$ cat config.mk
export PLATFORM = sky130hd
export DESIGN_NAME = gpr_ctrl
export DESIGN_NICKNAME = d
export VERILOG_FILES = /design/src/rtl/gpr_ctrl_pkg.sv /design/src/rtl/gpr_ctrl_decode.sv /design/src/rtl/gpr_ctrl.sv
export SDC_FILE = /design/constraint.sdc
export NUM_CORES = 1
export LEC_CHECK = 0
export BUFFER_PORTS_ARGS = -buffer_cell sky130_fd_sc_hd__buf_2
export CAP_MARGIN = 0
export CORE_AREA = 3 3 63 65
export CTS_CLUSTER_DIAMETER = 60
export DETAILED_ROUTE_END_ITERATION = 8
export DIE_AREA = 0 0 66 68
export PLACE_DENSITY = 0.7
export SYNTH_ARGS = -nofsm -noshare
export SYNTH_HDL_FRONTEND = slang
export SYNTH_SLANG_ARGS = --single-unit
export TNS_END_PERCENT = 10
$ cat constraint.sdc
create_clock -name clk -period 4.5 [get_ports clk]
set_clock_uncertainty 0.15 [all_clocks]
set_input_delay 0.9 -clock clk [delete_from_list [all_inputs] [get_ports clk]]
set_output_delay 0.9 -clock clk [all_outputs]
set_load 0.05 [all_outputs]
$ cat src/rtl/gpr_ctrl_pkg.sv
// gpr_ctrl_pkg: sequencer state encoding, opcode values and instruction field positions
package gpr_ctrl_pkg;
  typedef enum logic [2:0] {FETCH, DECODE, EXEC, WB, HALT} state_t;
  localparam logic [3:0] OP_NOP = 4'h0;
  localparam logic [3:0] OP_MOV = 4'h1;
  localparam logic [3:0] OP_MVI = 4'h2;
  localparam logic [3:0] OP_ADD = 4'h3;
  localparam logic [3:0] OP_SUB = 4'h4;
  localparam logic [3:0] OP_AND = 4'h5;
  localparam logic [3:0] OP_OR  = 4'h6;
  localparam logic [3:0] OP_XOR = 4'h7;
  localparam logic [3:0] OP_NOT = 4'h8;
  localparam logic [3:0] OP_JMP = 4'h9;
  localparam logic [3:0] OP_JZ  = 4'hA;
  localparam logic [3:0] OP_HLT = 4'hF;
  localparam int OP_HI  = 15;
  localparam int OP_LO  = 12;
  localparam int RD_HI  = 11;
  localparam int RD_LO  = 9;
  localparam int RS_HI  = 2;
  localparam int RS_LO  = 0;
  localparam int IMM_HI = 7;
  localparam int IMM_LO = 0;
endpackage

$ cat src/rtl/gpr_ctrl_decode.sv
// gpr_ctrl_decode: combinational opcode classifier and ALU opcode map
module gpr_ctrl_decode
  import gpr_ctrl_pkg::*;
(
  input  logic [3:0] i_op,
  output logic       o_is_alu,
  output logic       o_is_imm,
  output logic       o_is_branch,
  output logic       o_is_cond,
  output logic       o_is_halt,
  output logic       o_is_illegal,
  output logic [3:0] o_alu_op
);
  always_comb begin
    o_is_alu     = i_op == OP_MOV || (i_op >= OP_ADD && i_op <= OP_NOT);
    o_is_imm     = i_op == OP_MVI;
    o_is_branch  = i_op == OP_JMP || i_op == OP_JZ;
    o_is_cond    = i_op == OP_JZ;
    o_is_halt    = i_op == OP_HLT;
    o_is_illegal = i_op > OP_JZ && i_op < OP_HLT;
    o_alu_op     = o_is_alu ? i_op : 4'h0;
  end
endmodule

$ cat src/rtl/gpr_ctrl.sv
// gpr_ctrl: multi-cycle fetch/decode/exec/write-back sequencer for the 8-bit GPR datapath
// GPR_CTRL_ILLEGAL_TRAP_EN: opcodes B-E halt and set sticky illegal_op
module gpr_ctrl
  import gpr_ctrl_pkg::*;
#(
  parameter int              PC_W     = 8,
  parameter logic [PC_W-1:0] RESET_PC = '0
) (
  input  logic            clk,
  input  logic            rst,
  output logic            imem_req,
  output logic [PC_W-1:0] imem_addr,
  input  logic            imem_ack,
  input  logic [15:0]     imem_data,
  output logic [2:0]      rd_sel,
  output logic [2:0]      rs_sel,
  output logic            gpr_load,
  output logic [3:0]      alu_op,
  output logic            wb_sel,
  output logic [7:0]      imm,
  input  logic            alu_zero,
  input  logic            resume,
  output logic            halted,
`ifdef GPR_CTRL_ILLEGAL_TRAP_EN
  output logic            illegal_op,
`endif
  output logic [PC_W-1:0] pc
);
`ifdef GPR_CTRL_ILLEGAL_TRAP_EN
  localparam bit TRAP_EN = 1'b1;
`else
  localparam bit TRAP_EN = 1'b0;
`endif
  state_t          r_state, w_next;
  logic [PC_W-1:0] r_pc;
  logic [15:0]     r_ir;
  logic            r_z, r_req;
  logic            w_alu, w_imm, w_branch, w_cond, w_halt, w_illegal, w_halt_go;
  logic [3:0]      w_alu_op;

  gpr_ctrl_decode u_dec (
    .i_op        (r_ir[OP_HI:OP_LO]),
    .o_is_alu    (w_alu),
    .o_is_imm    (w_imm),
    .o_is_branch (w_branch),
    .o_is_cond   (w_cond),
    .o_is_halt   (w_halt),
    .o_is_illegal(w_illegal),
    .o_alu_op    (w_alu_op)
  );

  assign w_halt_go = w_halt | (TRAP_EN & w_illegal);

  always_comb begin
    w_next = r_state;
    case (r_state)
      FETCH:   w_next = imem_ack ? DECODE : FETCH;
      DECODE:  w_next = w_halt_go ? HALT : (w_alu | w_imm | w_branch) ? EXEC : FETCH;
      EXEC:    w_next = w_branch ? FETCH : WB;
      WB:      w_next = FETCH;
      HALT:    w_next = resume ? FETCH : HALT;
      default: w_next = FETCH;
    endcase
  end

  always_ff @(posedge clk) begin
    if (rst) begin
      r_state <= FETCH;
      r_pc    <= RESET_PC;
      r_ir    <= '0;
      r_z     <= 1'b0;
      r_req   <= 1'b0;
    end else begin
      r_state <= w_next;
      r_req   <= w_next == FETCH;
      if (r_state == FETCH && imem_ack) begin
        r_ir <= imem_data;
        r_pc <= r_pc + 1'b1;
      end
      if (r_state == EXEC && w_branch && (!w_cond || r_z))
        r_pc <= PC_W'(r_ir[IMM_HI:IMM_LO]);
      if (r_state == WB && w_alu)
        r_z <= alu_zero;
    end
  end

`ifdef GPR_CTRL_ILLEGAL_TRAP_EN
  logic r_ill;
  always_ff @(posedge clk) begin
    if (rst) r_ill <= 1'b0;
    else if (r_state == DECODE && w_illegal) r_ill <= 1'b1;
  end
  assign illegal_op = r_ill;
`endif

  // Reset must also cancel the write strobe of an in-flight WB cycle.
  assign gpr_load  = r_state == WB && !rst;
  assign imem_req  = r_req;
  assign imem_addr = r_pc;
  assign pc        = r_pc;
  assign rd_sel    = r_ir[RD_HI:RD_LO];
  assign rs_sel    = r_ir[RS_HI:RS_LO];
  assign imm       = r_ir[IMM_HI:IMM_LO];
  assign alu_op    = w_alu_op;
  assign wb_sel    = w_imm;
  assign halted    = r_state == HALT;
endmodule
-- Word level (Yosys, flattened, before mapping)
Index checks and enable logic that the tools add are counted.
- shift operators: 0
- $add $sub $neg: 1
- eq/ne operators: 9
- reductions and logical operators: 14
- div/mod/pow operators: 0
- multiply operators: 0
- $lt $le $gt $ge: 2
- muxes and demuxes: 9
- bitwise operators: 2
- operators by type and width (operator ; number):
    8-bit two-way mux ; 2
    4-bit equality test, second input constant ; 3
    3-bit one-hot mux with 4 select lines ; 1
    8-bit by 1-bit adder with 8-bit output, second input constant ; 1
    3-bit by 2-bit equality test with 1-bit output, second input constant ; 2
    1-bit logical AND ; 6
    3-bit logical NOT ; 2
    3-bit two-way mux ; 2
    4-bit by 1-bit equality test with 1-bit output, second input constant ; 1
    4-bit by 2-bit equality test with 1-bit output, second input constant ; 1
    4-bit by 2-bit >= comparator with 1-bit output, second input constant ; 1
    4-bit <= comparator, second input constant ; 1
    2-bit two-way mux ; 2
    4-bit two-way mux ; 1
    3-bit by 1-bit equality test with 1-bit output, second input constant ; 1
    3-bit equality test, second input constant ; 1
    1-bit logical OR ; 3
    1-bit logical NOT ; 2
    1-bit OR ; 2
    2-bit nonzero test ; 1
    1-bit two-way mux ; 1
- memory bits (writable): 0
- ROM bits: 0
- input port bits: 21
- output and inout port bits: 38
- memories kept: 0
- bits in latches: 0
- logic and storage cells: 42
- flip-flop bits (word level): 29

-- Depth between registers and ports, before layout
- word-level depth: 9
- depth in mapped cells: 6
- mapped depth without buffers: 5

-- Modules after synthesis
From an unflattened synthesis, not the netlist that was laid out.
- cell total of the unflattened synthesis: 189
- area total of the unflattened synthesis: 1506.4 um2
- modules (own cells, without submodules) (module ; seq. area each (um2) ; cells each ; area an instance (um2) ; instances):
    gpr_ctrl ; 560.5 ; 172 ; 1398.8 ; 1
    gpr_ctrl_decode ; 0.0 ; 17 ; 107.6 ; 1

-- Worst setup path before layout
No wires, ideal clock.
- path type: reg-to-output
- from: register r_ir[15]
- to: output port alu_op[3]
- data required time: 3.450 ns
- arrival: 2.242 ns
- slack: 1.208 ns
- stages on the path, launching flop included: 3
- path buffers: 1
- cell sequence: dfxtp_1 > clkbuf_1 > nor4b_1
- cells in the longest elaborated chain, start to end: 4
- elaborated cells between the ends (all ways): 6
- those cells by class: order compare (2); eq/ne (1); mux (1); reduce/logical (2)
- RTL lines (item ; line ; RTL):
    start: declaration ; gpr_ctrl.sv:36 ; logic [15:0] r_ir;
    start signal: assignment ; gpr_ctrl.sv:77 ; r_ir <= imem_data;
    4-bit by 2-bit >= comparator with 1-bit output or 4-bit <= comparator (tied branches) ; gpr_ctrl_decode.sv:15 ; o_is_alu = i_op == OP_MOV || (i_op >= OP_ADD && i_op <= OP_NOT);
    1-bit logical AND ; gpr_ctrl_decode.sv:15 ;
    1-bit logical OR ; gpr_ctrl_decode.sv:15 ;
    4-bit two-way mux (*) ; gpr_ctrl_decode.sv:21 ; o_alu_op = o_is_alu ? i_op : 4'h0;
    end: declaration ; gpr_ctrl.sv:18 ; output logic [3:0] alu_op,
Every way passes the cells marked *; elsewhere a longest branch is shown, timed or not.

-- Final worst setup path
- from: input port rst
- to: output port gpr_load
- cells in the longest elaborated chain, start to end: 2
- RTL lines (item ; line ; RTL):
    start: declaration ; gpr_ctrl.sv:10 ; input logic rst,
    1-bit logical NOT ; gpr_ctrl.sv:97 ; assign gpr_load = r_state == WB && !rst;
    1-bit logical AND ; gpr_ctrl.sv:97 ;
    end: declaration ; gpr_ctrl.sv:17 ; output logic gpr_load,
No other way between the ends.

==> reports/qor.yml <==
place_congestion: 0.785
timing.rr.end: "imem_addr[7]"
cts_buffers: 3
vias: 1412
cts_resized: 0
fin_crit_sh_pct: 61.7
routed_via_density: 5.19
drc_errors: 0
hold_violations: 0
yosys_register_bits: 28
end_kind: "output pin"
synthesis.area_um2: 1560
grt_pass1_wl_um: 5810
final_cell_area_um2: 1730
synth_edf_count: 0
wl_um: 3460
antennaDiodeCount: 0
arrival_ps: 1730
yosysWarnings: 0
rr_startpoint: "r_state[1]"
port_buffers: 57
hold_buffers: 0
required_ps: 3450
fin_setup_tns_ps: 0
holdCritStartpoint: "r_ir[11]"
row_count: 21
clkLatencyLatePin_ps: 330
yosysUniqueCellTypes: 41
synth_common_cells: "36 x nand2_1, 28 x dfxtp_1, 22 x buf_4"
yosys.area.top_type_share_pct: 36.0
postCtsSetupBuffers: 0
overflow: 0
cts-root-buf: "clkbuf_4"
worst_slew_pin_slew_ps: 605
min-delay-path-class: "register to register"
place_area_um2: 1700
die-area_um2: 4490
ys.flop_type: "dfxtp_1"
grt_pass1_vias: 1258
setup_viol: 0
syn_inst: 198
path_clk_slew_ps: 150
grt_start_max_net_pins: 35
leakage_nw: 0.794
core_area_um2: 3390
h-tree-depth: 1
synthArstFlopShare_pct: 0
die_y_um: 68
io_pins: 59
yosys.cell_count.top_type: "nand2_1"
drive_above_1_share_pct: 31.0
hold_depth: 2
clock-sinks: 28
drt_iter0_markers: 103
power.density_nw_per_um2: 315
slew_headroom_pct: 59.7
maxCapViolations: 0
final_max_slew_viol_count: 0
hold_end: "r_ir[11]"
max_freq_mhz: 360
die_x_um: 66
detail_route.wl_per_cell_um: 12.7
r2r_setup_slack_ps: 2390
antenna_found_initial: 0
ys_top_cells_by_area: "dfxtp_1 36%, buf_4 11%, nand2_1 8.7%"
cp_max_fo: 34
ant_nets: 0
syn-num-nets: 220
synthToLayoutAreaGrowth_pct: 11.2
place.detailed.hpwl_um: 2400
critPathKind: "primary input to output pin"
synth.avg_cell_area_um2: 7.87
synth-seq-area-share_pct: 36.0
cts.path.max_buffers: 2
cts_tree: "yes"
period_needed_ps: 2780
netlist.top_cell.by_area: "dfxtp_1"
start_util_pct: 46.0
irDropWorstVdd_mv: 0.136
drt_first_pass_iters: 4
final_nets: 249
reg2reg_depth: 4
status: "completed"
rsz0062_at_grt: "no"
grt_usage_pct: 16.6
critPathLaunchType: "primary input"
==> layer usage <==
| layer | wire, um | track usage (%) | vias to the layer above | share of wire [%] |
|---|---|---|---|---|
| li1 | - | - | 728 | - |
| met1 | 1610 | 22.3 | 650 | 47 |
| met2 | 1640 | 26.7 | 29 | 47 |
| met3 | 164 | 2.96 | 5 | 4.7 |
| met4 | 44 | 5.84 | 0 | 1.3 |
| met5 | 0 | 0 | - | 0 |
==> critical path: stages <==
cell,delay [ps]
buf_2,480
nor2_1,100
buf_2,230
==> registers in the layout (all words and copies together), names as in the netlist <==
signal,count
r_z,1
r_state,3
r_ir,15
imem_addr,8
imem_req,1
==> stage by stage <==
stage	cells	worst slack (ps)	hold slack (ps)	utilization (%)	total power, W
after floorplan	198	1210	287	-	0.000406
after global placement	268	1730	295	50.0	0.000426
after detailed placement	268	1710	298	50.0	0.000427
after CTS	272	1710	317	51.1	0.000550
after global routing	272	1630	337	51.1	0.000575
final	272	1720	313	51.1	0.000545
==> kinds of logic after synthesis <==
kind of cell | synth area share, %
buffers and inverters | 14.5
and+or+nand+nor | 30.1
muxes | 0.643
AOI/OAI and AO/OA | 17.9
DFF | 36.0
adders and majority gates | 0.803
==> layout by cell type, fill, tap and decap left out, types with 4 or more instances in the layout <==
cell,Yosys,layout
nor2b_1,8,8
o211ai_1,4,4
nand3_1,11,11
nand2_1,36,36
nor3b_1,5,5
buf_2,1,57
dfxtp_1,28,28
a21oi_1,21,21
nor2_1,11,11
==> how the worst max path moves through the flow <==
stage / startpoint / endpoint / slack (ps) / depth (start not counted)
CTS: rst / gpr_load / 1710 / 3
finish: rst / gpr_load / 1720 / 3
global route: rst / gpr_load / 1630 / 3
floorplan: r_ir[15] / alu_op[3] / 1210 / 2
detailed placement: rst / gpr_load / 1710 / 3
global placement: rst / gpr_load / 1730 / 3
==> area by class of cell <==
| class | count | area, um2 |
|---|---|---|
| clock buffer | 4 | 36.3 |
| inverter | 2 | 7.51 |
| multi-input combinational | 134 | 777 |
| timing repair buffer | 58 | 293 |
| sequential | 28 | 561 |
| fill | 349 | 1660 |
| tap | 46 | 57.6 |
==> power breakdown <==
group,internal [W],switching [W],total [W]
Sequential,0.000262,0.0000160,0.000278
Clock,0.0000496,0.0000755,0.000125
Combinational,0.0000381,0.000103,0.000141
No activity file was read; power rests on OpenSTA's default activity.
